--- src/rtl/wb_initiator.sv ---
// Single-outstanding Wishbone classic initiator: a valid/ready command becomes one
// bus cycle, and its result (or a timeout error) comes back as a valid/ready response.
module wb_initiator #(
    parameter int AW      = 32,
    parameter int DW      = 32,
    parameter int TIMEOUT = 255,
    parameter int TW      = 8
) (
    input  logic            wb_clk_i,
    input  logic            wb_rst_i,
    input  logic            cmd_valid,
    output logic            cmd_ready,
    input  logic            cmd_we,
    input  logic [AW-1:0]   cmd_adr,
    input  logic [DW-1:0]   cmd_dat,
    input  logic [DW/8-1:0] cmd_sel,
    output logic            rsp_valid,
    input  logic            rsp_ready,
    output logic [DW-1:0]   rsp_dat,
    output logic            rsp_err,
    output logic            wbm_cyc_o,
    output logic            wbm_stb_o,
    output logic            wbm_we_o,
    output logic [DW/8-1:0] wbm_sel_o,
    output logic [AW-1:0]   wbm_adr_o,
    output logic [DW-1:0]   wbm_dat_o,
    input  logic [DW-1:0]   wbm_dat_i,
    input  logic            wbm_ack_i,
    output logic [15:0]     txn_count
);

    typedef enum logic [1:0] {IDLE, BUS, RESP} state_t;

    // Timer value seen in the last permitted STB cycle; STB is then high TIMEOUT cycles.
    localparam logic [TW-1:0] TIMER_LAST = TW'(TIMEOUT - 1);

    state_t            state_q, state_d;
    logic [TW-1:0]     timer_q;
    logic              we_q;
    logic [AW-1:0]     adr_q;
    logic [DW-1:0]     dat_q;
    logic [DW/8-1:0]   sel_q;
    logic [DW-1:0]     rsp_dat_q;
    logic              rsp_err_q;
    logic [15:0]       txn_q;
    logic              timeout_hit;

    assign timeout_hit = (TIMEOUT != 0) && (timer_q == TIMER_LAST);

    always_ff @(posedge wb_clk_i or posedge wb_rst_i) begin
        if (wb_rst_i) begin
            state_q <= IDLE;
        end else begin
            state_q <= state_d;
        end
    end

    always_comb begin
        state_d = state_q;
        unique case (state_q)
            IDLE:    if (cmd_valid) state_d = BUS;
            BUS:     if (wbm_ack_i || timeout_hit) state_d = RESP;
            RESP:    if (rsp_ready) state_d = IDLE;
            default: state_d = IDLE;
        endcase
    end

    always_comb begin
        cmd_ready = (state_q == IDLE);
        wbm_cyc_o = (state_q == BUS);
        wbm_stb_o = (state_q == BUS);
        rsp_valid = (state_q == RESP);
    end

    always_ff @(posedge wb_clk_i or posedge wb_rst_i) begin
        if (wb_rst_i) begin
            timer_q   <= '0;
            we_q      <= 1'b0;
            adr_q     <= '0;
            dat_q     <= '0;
            sel_q     <= '0;
            rsp_dat_q <= '0;
            rsp_err_q <= 1'b0;
            txn_q     <= '0;
        end else begin
            unique case (state_q)
                IDLE: begin
                    if (cmd_valid) begin
                        we_q    <= cmd_we;
                        adr_q   <= cmd_adr;
                        dat_q   <= cmd_dat;
                        sel_q   <= cmd_sel;
                        timer_q <= '0;
                    end
                end
                BUS: begin
                    // ACK takes priority over a simultaneous timeout expiry.
                    if (wbm_ack_i) begin
                        rsp_dat_q <= we_q ? '0 : wbm_dat_i;
                        rsp_err_q <= 1'b0;
                    end else if (timeout_hit) begin
                        rsp_dat_q <= '0;
                        rsp_err_q <= 1'b1;
                    end else begin
                        timer_q <= timer_q + TW'(1);
                    end
                end
                RESP: begin
                    if (rsp_ready) txn_q <= txn_q + 16'd1;
                end
                default: ;
            endcase
        end
    end

    assign wbm_we_o  = we_q;
    assign wbm_adr_o = adr_q;
    assign wbm_dat_o = dat_q;
    assign wbm_sel_o = sel_q;
    assign rsp_dat   = rsp_dat_q;
    assign rsp_err   = rsp_err_q;
    assign txn_count = txn_q;

endmodule
--- config.mk ---
export PLATFORM = sky130hd
export DESIGN_NAME = wb_initiator
export DESIGN_NICKNAME = d
export VERILOG_FILES = /design/src/rtl/wb_initiator.sv
export SDC_FILE = /design/constraint.sdc
export NUM_CORES = 1
export LEC_CHECK = 0
export CAP_MARGIN = 20
export CORE_ASPECT_RATIO = 0.75
export CORE_MARGIN = 2
export CORE_UTILIZATION = 41
export DETAILED_ROUTE_END_ITERATION = 12
export MAX_ROUTING_LAYER = met4
export PLACE_DENSITY = 0.79
export RECOVER_POWER = 100
export SKIP_CTS_REPAIR_TIMING = 1
export SYNTH_ARGS = -nofsm -noshare
export SYNTH_HDL_FRONTEND = slang
export SYNTH_SLANG_ARGS = --single-unit
--- constraint.sdc ---
create_clock -name wb_clk_i -period 4.64 [get_ports wb_clk_i]
set_input_delay 0.464 -clock wb_clk_i [delete_from_list [all_inputs] [get_ports wb_clk_i]]
set_output_delay 0.464 -clock wb_clk_i [all_outputs]
set_load 0.01 [all_outputs]
Yosys cells after proc, flatten, opt, wreduce, memory -nomap -nowiden:

Cells that the tools add are included.

* add/sub/neg operators: 2
* equal/unequal tests: 8
* multiplexer cells: 13
* reductions and logical operators: 9

Operators with widths (count)
* two-way mux 32 bit: 3
* two-way mux 8 bit: 3
* adder 16 x 1 -> 16 bit, second input constant: 1
* case mux 8 bit (2 select lines): 1
* adder 8 x 1 -> 8 bit, second input constant: 1
* equality test 8 bit, second input constant: 1
* two-way mux 2 bit: 3
* inequality test 2 bit, second input constant: 3
* case mux 2 bit (3 select lines): 1
* AND reduction 2 bit: 3
* inequality test 2 x 1 -> 1 bit, second input constant: 2
* AND reduction 4 bit: 1
* nonzero test 2 bit: 2
* AND reduction 3 bit: 1
* equality test 2 x 1 -> 1 bit, second input constant: 1
* equality test 2 bit, second input constant: 1
* zero test 2 bit: 1
* two-way mux 1 bit: 2
* logical OR 1 bit: 1

* flip-flop bits (word level): 128
* logic and storage cells: 41

Logic depth before layout (Yosys ltp):

Gate-level depths: netlist of the first run.

* depth after elaboration: 4
* gate-level depth with buffers: 7
* mapped depth without buffers: 7

Worst setup path before layout of the first run:

OpenSTA, ideal clock, no wires.

* path kind: input-to-reg
* from: in wbm_ack_i
* to: reg timer_q[1]
* library setup time: 0.127 ns
* arrival time: 1.534 ns
* required time: 4.513 ns
* slack: 2.979 ns
* stages: 5
* path through: or3b_4 o21bai_4 nor2b_4 inv_2 mux2_1

* longest elaborated chain between the ends: 2

Ends and longest elaborated chain
* start, declared: line 28 `input logic wbm_ack_i,`
* inequality test 2 bit (no line)
* AND reduction 4 bit (no line)
* end signal, assigned: line 105 `timer_q <= timer_q + TW'(1);`
* end, declared: line 38 `logic [TW-1:0] timer_q;`

No other way between the ends.
A chain may end at the register's enable or synchronous reset.

Worst setup path after layout of the first run:

* from: reg timer_q[0]
* to: reg rsp_dat_q[12], in the netlist rsp_dat[12]

* longest elaborated chain between the ends: 3

Ends and longest elaborated chain
* equality test 8 bit: line 48 `assign timeout_hit = (TIMEOUT != 0) && (timer_q == TIMER_LAST);`
* nonzero test 2 bit (no line)
* AND reduction 2 bit (no line)
* end signal, assigned: line 99 `rsp_dat_q <= we_q ? '0 : wbm_dat_i;`
* end, declared: line 43 `logic [DW-1:0] rsp_dat_q;`

No other way between the ends.

==> results of run 1 <==
-- sequential cells by signal, indices dropped and copies added, names as in the netlist --
register   flops
rsp_dat       32
wbm_adr_o     32
wbm_dat_o     32
txn_count     16
timer_q        8
wbm_sel_o      4
state_q        2
rsp_err        1
wbm_we_o       1
-- final timing paths --
path	start	end	slack (ps)	cells past startpoint
worst min register to register	wbm_adr_o[10]$_DFFE_PP0P_	wbm_adr_o[10]$_DFFE_PP0P_	470	1
worst max register to register	timer_q[0]$_DFFE_PP0P_	rsp_dat[12]$_DFFE_PP0P_	1440	7
worst min-delay path	wbm_adr_o[10]$_DFFE_PP0P_	wbm_adr_o[10]$_DFFE_PP0P_	470	1
worst max-delay path	timer_q[0]$_DFFE_PP0P_	rsp_dat[12]$_DFFE_PP0P_	1440	7
min in group asynchronous	wb_rst_i	wbm_adr_o[6]$_DFFE_PP0P_	1220	2
max in group asynchronous	wb_rst_i	wbm_dat_o[25]$_DFFE_PP0P_	2020	3
-- synth_stat cells, types with 2 or more instances --
library cell	number
nor4_1	3
dfrtp_1	128
nand3_1	9
inv_2	2
nor2_1	8
nand4_1	3
a221o_1	2
nand2_1	13
and2_1	3
inv_1	3
and3_1	4
mux2i_1	2
nor2b_1	2
ha_1	3
mux2_1	36
xor2_1	4
nor3_1	3
xnor2_1	11
nand2b_1	2
o21ai_0	3
a22o_1	32
a21oi_1	2
buf_2	14
mux2_2	34
-- per-layer routing --
metal / GRT usage [%] / vias up / wire length, um
li1: - / 1701 / -
met1: 25.3 / 1817 / 5170
met2: 32.8 / 174 / 6130
met3: 7.53 / 16 / 1110
met4: 6.96 / 0 / 164
met5: - / - / 0
-- metrics by stage --
step	power (mW)	hold slack, ps	utilization, %	setup slack (ps)	instances
finish	5.05	474	68.2	1440	749
global route	5.34	494	68.2	1130	749
CTS	5.32	481	68.4	2290	749
detailed placement	3.97	462	63.3	2200	717
global placement	3.89	461	63.2	2270	716
floorplan	2.74	490	-	763	339
-- area by class of cell --
cell class | count | area (sq um)
Fill cell | 833 | 3720
Clock buffer | 20 | 457
Inverter | 5 | 20.0
Timing Repair Buffer | 231 | 2310
Multi-Input combinational cell | 191 | 1660
Clock inverter | 12 | 135
Tap cell | 162 | 203
Sequential cell | 128 | 3200
-- power breakdown --
group | leakage [nW] | switching, mW | internal, mW
registers | 1.59 | 0.260 | 1.58
clock network | 0.279 | 0.494 | 0.821
logic | 1.65 | 0.800 | 1.09
total | 3.52 | 1.55 | 3.50
-- kinds of logic after synthesis --
logic type	after synthesis	synth area share, %
compound gates	45	7.71
xor+xnor	15	2.65
fa+ha+maj	3	0.756
buf+inv	20	1.94
flops	128	64.5
mux	72	16.3
simple gates	56	6.13
-- cells in the final DEF (no fill, tap or decap), types with 4 or more instances in the layout --
| cell | Yosys | layout |
|---|---|---|
| dfrtp_1 | 128 | 128 |
| dlygate4sd3_1 | 0 | 123 |
| clkdlybuf4s50_1 | 0 | 104 |
| mux2_1 | 36 | 36 |
| mux2_2 | 34 | 34 |
| a22o_1 | 32 | 32 |
| clkbuf_16 | 0 | 17 |
| nand2_1 | 13 | 13 |
| xnor2_1 | 11 | 11 |
| nand3_1 | 9 | 9 |
| nor2_1 | 8 | 7 |
| inv_1 | 3 | 4 |
| o21ai_0 | 3 | 4 |
| and3_1 | 4 | 4 |
| nor4_1 | 3 | 4 |
| xor2_1 | 4 | 4 |
| clkinvlp_4 | 0 | 4 |
-- worst reg2reg max path, stage by stage, from the launching register on --
cell      delay [ps]
dfrtp_1          400
inv_1             60
ha_1             190
nand3_1          160
nor2_1            80
o21ai_0         1190
clkbuf_1         750
a22o_1           290
==> results.cfg, run 1 <==
[run_status]
status = finished, violations left
violations = max-capacitance violations, max-slew violations

[synthesis]
syn_area_per_cell_sq_um = 14.6
mappedNetlistNets = 448
synth.distinct_cells = 37
ys_async_sr_fraction_pct = 100
synth_top_area_cell = dfrtp_1
synth_edf_count = 0
yosys_warnings = 0
ys.flop_type = dfrtp_1
ys_seq_area_share_pct = 64.5
ys_ff_latch = 128
synth_cells = 339
synth_top_area_share_pct = 64.5
syn-cell-area_sq_um = 4960
yosys-top-cells-area = dfrtp_1 65%, mux2_1 8.2%, mux2_2 7.7%

[place]
dp_hpwl_um = 8990
numPortBuffers = 227
post_dp_cell_area_sq_um = 7410
gp_congestion = 0.771

[sta]
fmax_mhz = 313
min_period_over_period_pct = 68.9
drv_slew = 75
fin_setup_tns_ps = 0
tightest_slew_ps = 2600
finalClockSkew_ps = 9.46
report.final.setup_viol = 0
slew_headroom_pct = -74.6
hold_viol = 0
layout_min_cycle_time_ps = 3200
rsz0062_at_grt = false

[critical_path]
cp_data_required_time_ps = 4980
cp-end-kind = flop
slowest_stage = o21ai_0
max_stage_delay_ps = 1190
worstSetupPathType = flop to flop
crit_arrival_ps = 3530
critPathMaxFanout = 20
crit_buf_inv = 2
cp_top_family = compound AO/OA/AOI/OAI gates
worstSetupStartpointType = flop
cp_cell_sequence = inv_1 -> ha_1 -> nand3_1 -> nor2_1 -> o21ai_0 -> clkbuf_1 -> a22o_1

[route]
via_per_inst = 4.95
dr.pass1.iters = 5
drcViolationCount = 0
drt_wl_total_um = 12600
vias = 3708
ant_nets = 0
drtIter0Drc = 148
wl_per_cell_um = 16.8

[clock_network]
clk-insertion-delay-late_ps = 410
htreeDepth = 4
cts_tree = yes
cts_buffers = 17
cts-root-buf = clkbuf_16
clock_sinks = 128
cts_buffer_depth = 2
cts.clk_slew.worst_paths_ps = 60

[global_route]
grt_pass1_wl_um = 20000
grt_pass1_vias = 3878
grt_start_max_net_pins = 72
antenna_found_initial = 0
grt_util_all_layers_pct = 20.9
grt-ovfl-total = 0

[finish]
diodes = 0
drive_gt1_share_pct = 12.6
nets = 683
fin_area_sq_um = 7980
area_growth_pct = 60.8

[run]
maxCapViolCount = 2

[die]
fp.dieH_um = 99.3
die_area_sq_um = 13000
die_x_um = 131
initial_core_util_pct = 42.4
ios = 228
coreArea_sq_um = 11700
num_rows = 34

[min_path]
hold_path.class = flop to flop

[power]
ir_worst_vdd_v = 0.000377
power.density_nw_per_um2 = 633
leakage_nw = 3.52
Power figures use the tool's default switching activity.
==> run 2: changes to the inputs <==
==> constraint.sdc (replaced) <==
create_clock -name wb_clk_i -period 3.3 [get_ports wb_clk_i]
set_input_delay 0.33 -clock wb_clk_i [delete_from_list [all_inputs] [get_ports wb_clk_i]]
set_output_delay 0.33 -clock wb_clk_i [all_outputs]
set_load 0.01 [all_outputs]
==> run 2 against run 1 <==
Against the previous run: the run still ends with max-capacitance violations, max-slew violations left; count of clock-buffer cells in the layout up 1; worst setup slack worse by 650 ps; fmax up 27%; wire length shrank 2.4%; combinational power increased by 40%; first-iteration DRC count fell by 3.4%; via count fell by 2.0%; largest power group unchanged.
==> results.cfg, run 2 (same netlist as run 1, synthesis figures left out) <==
[route]
vias = 3634
ant_nets = 0
wl_per_cell_um = 16.4
drtIter0Drc = 143
dr.pass1.iters = 4
drt_wl_total_um = 12300
drcViolationCount = 0
via_per_inst = 4.85

[clock_network]
cts.clk_slew.worst_paths_ps = 50
cts-root-buf = clkbuf_16
cts_tree = yes
cts_buffers = 17
htreeDepth = 4
clock_sinks = 128
cts_buffer_depth = 2
clk-insertion-delay-late_ps = 400

[finish]
fin_area_sq_um = 7990
fin_util_pct = 68.3
fillCellCount = 828
nets = 685
stdcell_count = 750
final_common_cell = dfrtp_1
drive_gt1_share_pct = 12.4
diodes = 0
final_cell_mix = 128 x dfrtp_1, 122 x dlygate4sd3_1, 105 x clkdlybuf4s50_1
area_growth_pct = 61.0

[global_route]
grt-ovfl-total = 0
grt_pass1_wl_um = 19500
grt_util_all_layers_pct = 20.0
antenna_found_initial = 0
grt_start_max_net_pins = 72
grt_pass1_vias = 3884

[critical_path]
cp-end-kind = flop
worstSetupStartpointType = flop
startpoint = state_q[1]$_DFFE_PP0P_
cp_cell_sequence = nor2_1 -> and2_4 -> clkbuf_1 -> mux2_2
r2r_start = state_q[1]$_DFFE_PP0P_
cp_data_required_time_ps = 3580
critPathMaxFanout = 41
crit_arrival_ps = 2790
max_stage_delay_ps = 780
worstSetupPathType = flop to flop
slowest_stage = clkbuf_1
rrSetupSlack_ps = 790

[power]
power.total_mw = 7.14
seq_power_share_pct = 36.1
intPower_mw = 5.01
p_comb_share_pct = 37.0
clockPowerShare_pct = 26.8
sw_frac_of_total_pct = 29.8
power.density_nw_per_um2 = 894
ir_worst_vdd_v = 0.000609
netSwitchingPower_mw = 2.13
leakage_nw = 3.54

[die]
die_area_sq_um = 13000
ios = 228
fp.dieH_um = 99.3
coreArea_sq_um = 11700
initial_core_util_pct = 42.4
num_rows = 34
die_x_um = 131

[sta]
rsz0062_at_grt = false
layout_min_cycle_time_ps = 2510
fin_setup_tns_ps = 0
finalClockSkew_ps = 7.34
drv_slew = 72
min_period_over_period_pct = 76.0
slew_headroom_pct = -14.6
fmax_mhz = 399
hold_viol = 0
tightest_slew_ps = 1720
report.final.setup_viol = 0

[run_status]
status = finished, violations left
violations = max-capacitance violations, max-slew violations

[min_path]
hold_path.class = flop to flop
min-delay-start = txn_count[15]$_DFFE_PP0P_

[place]
dp_hpwl_um = 8690
post_dp_cell_area_sq_um = 7420
placed_cells = 719
numPortBuffers = 227
gp_congestion = 0.926

[run]
maxCapViolCount = 1
==> run 2: cell count changes in the layout (fill, tap and decap cells not counted), moves of 2 or more <==
cell,delta
clkinv_4,-2
clkbuf_8,+2
clkbuf_2,+2
clkinv_2,+2
==> run 2: path summary, 6_finish.rpt <==
check,cells after the start,to
worst min register to register,1,txn_count[15]$_DFFE_PP0P_
max in group asynchronous,3,wbm_sel_o[2]$_DFFE_PP0P_
worst max register to register,4,wbm_dat_o[22]$_DFFE_PP0P_
worst min-delay path,1,txn_count[15]$_DFFE_PP0P_
min in group asynchronous,3,wbm_we_o$_DFFE_PP0P_
worst max-delay path,4,wbm_dat_o[22]$_DFFE_PP0P_
==> run 2: stage by stage <==
step | hold WS (ps) | worst slack, ps
final | 462 | 792
after global routing | 490 | 637
after CTS | 476 | 1120
after detailed placement | 468 | 1090
after global placement | 458 | 1130
after floorplan | 416 | 1390
==> run 2: worst max-delay path, delay by kind of cell (launching register included) <==
kind                   cells  cell delay (ps)
and+or+nand+nor            2              740
muxes                      1              420
DFF                        1              410
buffers and inverters      1              780
==> run 2: layout make-up <==
| type | count | area, sq um | share of cell area [%] |
|---|---|---|---|
| Timing Repair Buffer | 233 | 2300 | 28.8 |
| Tap cell | 162 | 203 | 2.54 |
| Inverter | 5 | 22.5 | 0.282 |
| Multi-Input combinational cell | 191 | 1640 | 20.5 |
| Clock buffer | 21 | 480 | 6.01 |
| Clock inverter | 10 | 134 | 1.68 |
| Sequential cell | 128 | 3200 | 40.1 |
==> run 2: routing by layer <==
layer  GRT usage [%]  wire length [um]  up-vias
li1                -                 -     1696
met4            5.40               126        0
met3            8.39              1120       14
met1            23.6              5040     1763
met5               -                 0        -
met2            31.8              5990      161
==> run 2: power groups by stage <==
stage          combinational, mW  sequential, mW  clock (mW)
2_1_floorplan              0.970            2.89           0
3_3_place_gp                2.88            2.60           0
3_5_place_dp                2.94            2.63           0
4_1_cts                     2.96            2.62        1.96
5_1_grt                     2.85            2.67        2.03
6_report                    2.65            2.58        1.92
==> run 3: changes to the inputs <==
==> constraint.sdc (replaced) <==
create_clock -name wb_clk_i -period 2.4 [get_ports wb_clk_i]
set_input_delay 0.24 -clock wb_clk_i [delete_from_list [all_inputs] [get_ports wb_clk_i]]
set_output_delay 0.24 -clock wb_clk_i [all_outputs]
set_load 0.01 [all_outputs]
==> run 3 against run 2 <==
Against the previous run: the run now ends clean; sequential share of layout area fell by 0.10 points; worst setup slack worse by 600 ps; via count increased by 1.0%; non-clock buffer count is 2 higher; clock power increased by 35%; flip-flop and latch count unchanged; critical endpoint is now wbm_cyc_o; highest routed layer unchanged.
==> results.cfg, run 3 (same netlist as run 1, synthesis figures left out) <==
[run_status]
status = completed

[die]
coreArea_sq_um = 11700
die_area_sq_um = 13000
fp.dieH_um = 99.3
initial_core_util_pct = 42.4
ios = 228
num_rows = 34
die_x_um = 131

[power]
seq_power_share_pct = 36.3
netSwitchingPower_mw = 2.96
ir_worst_vdd_v = 0.000823
intPower_mw = 6.86
leakage_nw = 3.54
clockPowerShare_pct = 26.3
p_comb_share_pct = 37.4
power.density_nw_per_um2 = 1230
sw_frac_of_total_pct = 30.1

[global_route]
grt-ovfl-total = 0
grt_pass1_vias = 4015
antenna_found_initial = 0
grt_start_max_net_pins = 54
grt_util_all_layers_pct = 21.1
grt_pass1_wl_um = 20600

[critical_path]
ff2ff_path_depth = 7
max_stage_delay_ps = 630
crit_path_end = wbm_cyc_o
cp_top_family = buffers and inverters
crit_buf_inv = 2
slowest_stage = clkdlybuf4s50_1
cp_data_required_time_ps = 2160
crit_arrival_ps = 1960
startpoint = state_q[1]$_DFFE_PP0P_
critPathMaxFanout = 10
cp_cell_sequence = nand2b_1 -> inv_1 -> clkdlybuf4s50_1
worstSetupStartpointType = flop
r2r_start = timer_q[0]$_DFFE_PP0P_
path_depth = 3
worstSetupPathType = flop to primary output
reg2reg_to = timer_q[1]$_DFFE_PP0P_
cp-end-kind = primary output
rrSetupSlack_ps = 380

[sta]
drv_slew = 0
finalClockSkew_ps = 7.53
tightest_slew_ps = 987
hold_viol = 0
fmax_mhz = 454
fin_setup_tns_ps = 0
min_period_over_period_pct = 91.8
layout_min_cycle_time_ps = 2200
rsz0062_at_grt = false
slew_headroom_pct = 33.8
report.final.setup_viol = 0

[finish]
seqCellArea_sq_um = 3200
nets = 687
final_cell_mix = 128 x dfrtp_1, 121 x dlygate4sd3_1, 106 x clkdlybuf4s50_1
area_growth_pct = 61.4
fillCellCount = 816
stdcell_count = 753
drive_gt1_share_pct = 12.0
final_common_cell = dfrtp_1
diodes = 0
multi_input_area_sq_um = 1640

[place]
dp_hpwl_um = 9060
numPortBuffers = 227
gp_congestion = 0.849
placed_cells = 721

[route]
ant_nets = 0
drcViolationCount = 0
via_per_inst = 4.88
drt_wl_total_um = 12600
drtIter0Drc = 106
vias = 3672
wl_per_cell_um = 16.7
dr.pass1.iters = 6

[min_path]
hold_path.class = input port to flop
whs_path_depth = 2

[clock_network]
cts_tree = yes
cts_buffers = 17
cts_buffer_depth = 2
clock_sinks = 128
htreeDepth = 4
cts-root-buf = clkbuf_16
clk-insertion-delay-late_ps = 400
cts.clk_slew.worst_paths_ps = 60

[run]
maxCapViolCount = 0
-- run 3: area by class of cell --
class / instances / share of cell area, %
multi-input combinational: 191 / 20.5
inverter: 5 / 0.250
clock inverter: 10 / 1.69
sequential: 128 / 40.0
clock buffer: 22 / 5.80
tap: 162 / 2.53
timing repair buffer: 235 / 29.3
-- run 3: worst min-delay path by stage --
stage,from,slack (ps),to
final,wbm_dat_i[6],430,rsp_dat[6]$_DFFE_PP0P_
after global routing,wbm_dat_i[15],430,rsp_dat[15]$_DFFE_PP0P_
after CTS,wb_rst_i,260,rsp_dat[17]$_DFFE_PP0P_
after detailed placement,txn_count[15]$_DFFE_PP0P_,470,txn_count[15]$_DFFE_PP0P_
after global placement,txn_count[15]$_DFFE_PP0P_,460,txn_count[15]$_DFFE_PP0P_
after floorplan,wbm_ack_i,330,rsp_err$_DFFE_PP0P_
-- run 3: per-layer routing --
metal	GRT usage (%)	routed length, um	part of all wire [%]	up-vias
li1	-	-	-	1699
met4	5.73	104	0.83	0
met3	7.53	1090	8.7	14
met2	33.7	6190	49	155
met5	-	0	0	-
met1	25.4	5190	41	1804
-- run 3: metrics by stage --
stage	hold slack, ps	total power [mW]	utilization [%]	cell area, sq um	worst slack [ps]
finish	433	9.82	68.5	8010	197
detailed placement	469	7.71	63.9	7470	349
global route	427	10.4	68.5	8010	121
floorplan	326	5.30	-	4970	579
global placement	459	7.57	63.9	7470	404
CTS	256	10.4	69.0	8070	277
-- run 3: power groups by stage --
| stage | Combinational [mW] | Sequential (mW) | Clock (mW) |
|---|---|---|---|
| CTS | 4.11 | 3.62 | 2.65 |
| floorplan | 1.33 | 3.97 | 0 |
| global route | 3.97 | 3.69 | 2.76 |
| global placement | 4.00 | 3.57 | 0 |
| detailed placement | 4.09 | 3.62 | 0 |
| finish | 3.67 | 3.56 | 2.59 |
-- run 3: worst register-to-register path, cell delays in order, from the launching register on --
cell      delay [ps]
dfrtp_1          420
inv_1             80
ha_1             150
nand3_1          120
o21bai_1         270
nor2b_1          380
inv_1            170
mux2_1           330
==> RTL edit 1: new RTL, flow settings as in run 1 <==
Re-encode `state_t` (3 states) as one-hot, 3 bits wide.
--- a/src/rtl/wb_initiator.sv
+++ b/src/rtl/wb_initiator.sv
@@ -29,7 +29,7 @@
     output logic [15:0]     txn_count
 );
 
-    typedef enum logic [1:0] {IDLE, BUS, RESP} state_t;
+    typedef enum logic [2:0] {IDLE = 3'b001, BUS = 3'b010, RESP = 3'b100} state_t;
 
     // Timer value seen in the last permitted STB cycle; STB is then high TIMEOUT cycles.
     localparam logic [TW-1:0] TIMER_LAST = TW'(TIMEOUT - 1);
Formal check against the unedited RTL: same outputs for any inputs over 4 cycles, from zero or initial values and one cycle with wb_rst_i high; so few cycles prove little.
==> RTL edit 1 against run 1 <==
  * Synthesized area grew 1.8%
  * Total power down 2.7%
  * Design area increased by 1.0%
  * Hold slack worse by 0.0055 ns
  * Die area rose by 1.7%
  * Sequential cell count is 1 higher
  * The flow still finishes with violations (capacitance limit, slew limit)
  * Worst setup slack gained 0.20 ns
  * Routed wire length up 9.9%
==> RTL edit 1: results (changes against run 1) <==
metric	value	unit	change
max cap viols	1		was 2
final net count	831		was 683
Routability Congestion	0.853		was 0.771
DR WL met2	6.43	mm	was 6.13 mm
routed length on met1	6.12	mm	was 5.17 mm
Area contributors post-synth	dfrtp_1 (63%), nand2_1 (16%), a22o_1 (5.5%), clkbuf_1 (1.4%), xor2_1 (1.4%)		was dfrtp_1 (65%), mux2_1 (8.2%), mux2_2 (7.7%), a22o_1 (5.6%), xnor2_1 (1.9%)
largest net degree at the start of global routing	68		was 72
crit path launch	state_q[0]		was timer_q[0]
met3 routed WL	1.16	mm	was 1.11 mm
reg2reg setup slack	1.64	ns	was 1.44 ns
GR Util met2	33.9	%	was 32.8%
dpl ws	2.03	ns	was 2.20 ns
Area after DPL	7470	um2	was 7410 um2
Worst Hold End	wbm_adr_o[26]		was wbm_adr_o[10]
failing checks	capacitance limit, slew limit		unchanged
Arr. time, crit path	3.33	ns	was 3.53 ns
R2R cell count	5		was 7
register area share after synthesis	63.9	%	was 64.5%
post-placement cell count	867		was 717
worst hold path startpoint	wbm_adr_o[26]		was wbm_adr_o[10]
crit-path max FO	25		was 20
Hold WS	0.469	ns	was 0.474 ns
max-slew violations	68		was 75
vias per inst	4.89		was 4.95
Net Count, Synth	603		was 448
worst vdd ir	0.000310	V	was 0.000377 V
vias in the first global route	4455		was 3878
outcome	finished with violations		unchanged
-- RTL edit 1: area by class of cell --
class,count,area (um2)
clock buffer,19,443
clock inverter,13,136
fill,955,4110
inverter,7,28.8
multi-input combinational,334,1690
sequential,129,3230
tap,166,208
timing repair buffer,233,2330
-- RTL edit 1: report_power, final --
group | switching, mW | internal, mW | total, mW | leakage, nW
registers | 0.247 | 1.57 | 1.82 | 1.64
logic | 0.883 | 0.913 | 1.80 | 2.05
clock network | 0.498 | 0.805 | 1.30 | 0.276
-- RTL edit 1: kinds of logic after synthesis --
logic type | after synthesis | synth area share, %
buffers and inverters | 31 | 2.85
flip-flops | 129 | 63.9
XOR/XNOR | 15 | 2.60
adder cells (fa/ha/maj) | 3 | 0.743
AND/OR/NAND/NOR | 263 | 21.3
multiplexers | 1 | 0.223
AO/OA/AOI/OAI | 52 | 8.32
==> RTL edit 2: new RTL, settings of run 1 <==
Made on the original files. `DW`: 32 -> 64.
--- a/src/rtl/wb_initiator.sv
+++ b/src/rtl/wb_initiator.sv
@@ -2,7 +2,7 @@
 // bus cycle, and its result (or a timeout error) comes back as a valid/ready response.
 module wb_initiator #(
     parameter int AW      = 32,
-    parameter int DW      = 32,
+    parameter int DW      = 64,
     parameter int TIMEOUT = 255,
     parameter int TW      = 8
 ) (
Ports: changed (6 resized); port bits go from 228 to 364. No check against the original RTL was run, so the function may have changed too.
==> RTL edit 2 against run 1 <==
  * Worst setup slack worse by 0.0028 ns
  * Total power is 50% higher
  * Largest cell class unchanged
  * Global-route usage is 2.8 points higher
  * Via count is 73% higher
  * Sequential cell count is 68 higher
  * Synthesized area is 53% higher
  * First-iteration DRC count grew to 2.5 times the old value
  * Design area is 50% higher
  * The run still ends with capacitance limit, slew limit left
  * Routed wire length is 79% higher
  * Combinational power is 66% higher
==> RTL edit 2: results (changes against run 1) <==
metric	value	unit	change
outcome	finished with violations		unchanged
failing checks	capacitance limit, slew limit		unchanged
P_leak	5.90	nW	was 3.52 nW
via count	6408		was 3708
Worst slew margin	-50.8	%	was -74.6%
Filler cells	1430		was 833
commonest cells in the netlist	nand2_1 (327), dfrtp_1 (196), a22o_1 (64)		was dfrtp_1 (128), mux2_1 (36), mux2_2 (34)
Routability Congestion	0.889		was 0.771
RR Startpoint	state_q[1]		was timer_q[0]
post-DP HPWL	16.2	mm	was 8.99 mm
register area share after synthesis	64.6	%	was 64.5%
Tot GR Track Use	23.7	%	was 20.9%
vias per inst	4.85		was 4.95
max-slew violations	192		was 75
TritonRoute pass-1 iters	6		was 5
worst vdd ir	0.000321	V	was 0.000377 V
Synth cell types	40		was 37
Arr. time, crit path	3.52	ns	was 3.53 ns
Net Count, Synth	887		was 448
first-pass GRT wire length	34.6	mm	was 20.0 mm
Hold WS	0.426	ns	was 0.474 ns
YS warnings	0		unchanged
clk_skew	0.0136	ns	was 0.00946 ns
max cap viols	3		was 2
worst hold-check path type	primary input to asynchronous set/reset pin		was flip-flop to flip-flop
WL final	22.5	mm	was 12.6 mm
reg2reg setup slack	1.44	ns	about the same
number of port buffers	363		was 227
largest net degree at the start of global routing	88		was 72
Worst path max stage delay	1.31	ns	was 1.19 ns
delay-heaviest family, CP	simple AND/OR/NAND/NOR gates		was compound AO/OA/AOI/OAI gates
Area contributors post-synth	dfrtp_1 (65%), nand2_1 (16%), a22o_1 (7.4%), buf_2 (1.9%), xnor2_1 (1.3%)		was dfrtp_1 (65%), mux2_1 (8.2%), mux2_2 (7.7%), a22o_1 (5.6%), xnor2_1 (1.9%)
Mapped Cells	710		was 339
post-placement cell count	1288		was 717
share of post-route cells with drive strength above 1	4.56	%	was 12.6%
Crit-path slowest cell	nand2_1		was o21ai_0
final net count	1238		was 683
total CTS buffers	17		unchanged
clk_lat worst skew	0.44	ns	was 0.41 ns
1st-iter DRT viols	375		was 148
CTS root buffer	clkbuf_16		unchanged
vias in the first global route	6459		was 3878
worst r2r dst	wbm_dat_o[27]		was rsp_dat[12]
[RTL edit 2: kinds of logic after synthesis]
group	share of synthesized area, %
simple gates	20.2
flops	64.6
compound gates	8.79
buf+inv	3.54
xor+xnor	2.08
fa+ha+maj	0.495
mux	0.297
[RTL edit 2: metal layers]
layer	vias to the layer above	routed length (um)	track usage (%)
met5	-	0	-
met1	3105	9410	29.3
met4	0	608	9.04
met3	39	1730	7.18
met2	230	10800	37.1
li1	3034	-	-
[RTL edit 2: layout make-up]
cell class / instances / area (um2) / share of cell area [%]
inverter: 8 / 31.3 / 0.262
clock inverter: 15 / 209 / 1.75
multi-input combinational: 468 / 2380 / 19.9
timing repair buffer: 370 / 3690 / 30.9
tap: 247 / 309 / 2.58
sequential: 196 / 4900 / 41.0
antenna: 1 / 2.50 / 0.0209
clock buffer: 17 / 425 / 3.56
[RTL edit 2: worst max path at each step]
stage / endpoint / slack [ns] / cells past startpoint
finish: wbm_dat_o[27] / 1.44 / 5
global route: wbm_dat_o[21] / 1.20 / 5
CTS: cmd_ready / 2.20 / 2
detailed placement: rsp_dat[32] / 2.12 / 5
global placement: rsp_dat[18] / 2.18 / 5
floorplan: rsp_dat[0] / 1.64 / 1
[RTL edit 2: through the flow]
step | worst slack (ns) | cell area (um2) | util, %
floorplan | 1.64 | 7590 | -
global placement | 2.18 | 11400 | 62.3
global route | 1.20 | 12000 | 65.4
CTS | 2.20 | 12000 | 65.7
finish | 1.44 | 12000 | 65.4
detailed placement | 2.12 | 11400 | 62.3
[RTL edit 2: where the power goes]
group | internal [mW] | switching, mW | leakage, nW | total [mW]
combinational | 1.60 | 1.54 | 3.11 | 3.13
clock | 0.834 | 0.729 | 0.309 | 1.56
sequential | 2.45 | 0.407 | 2.48 | 2.86
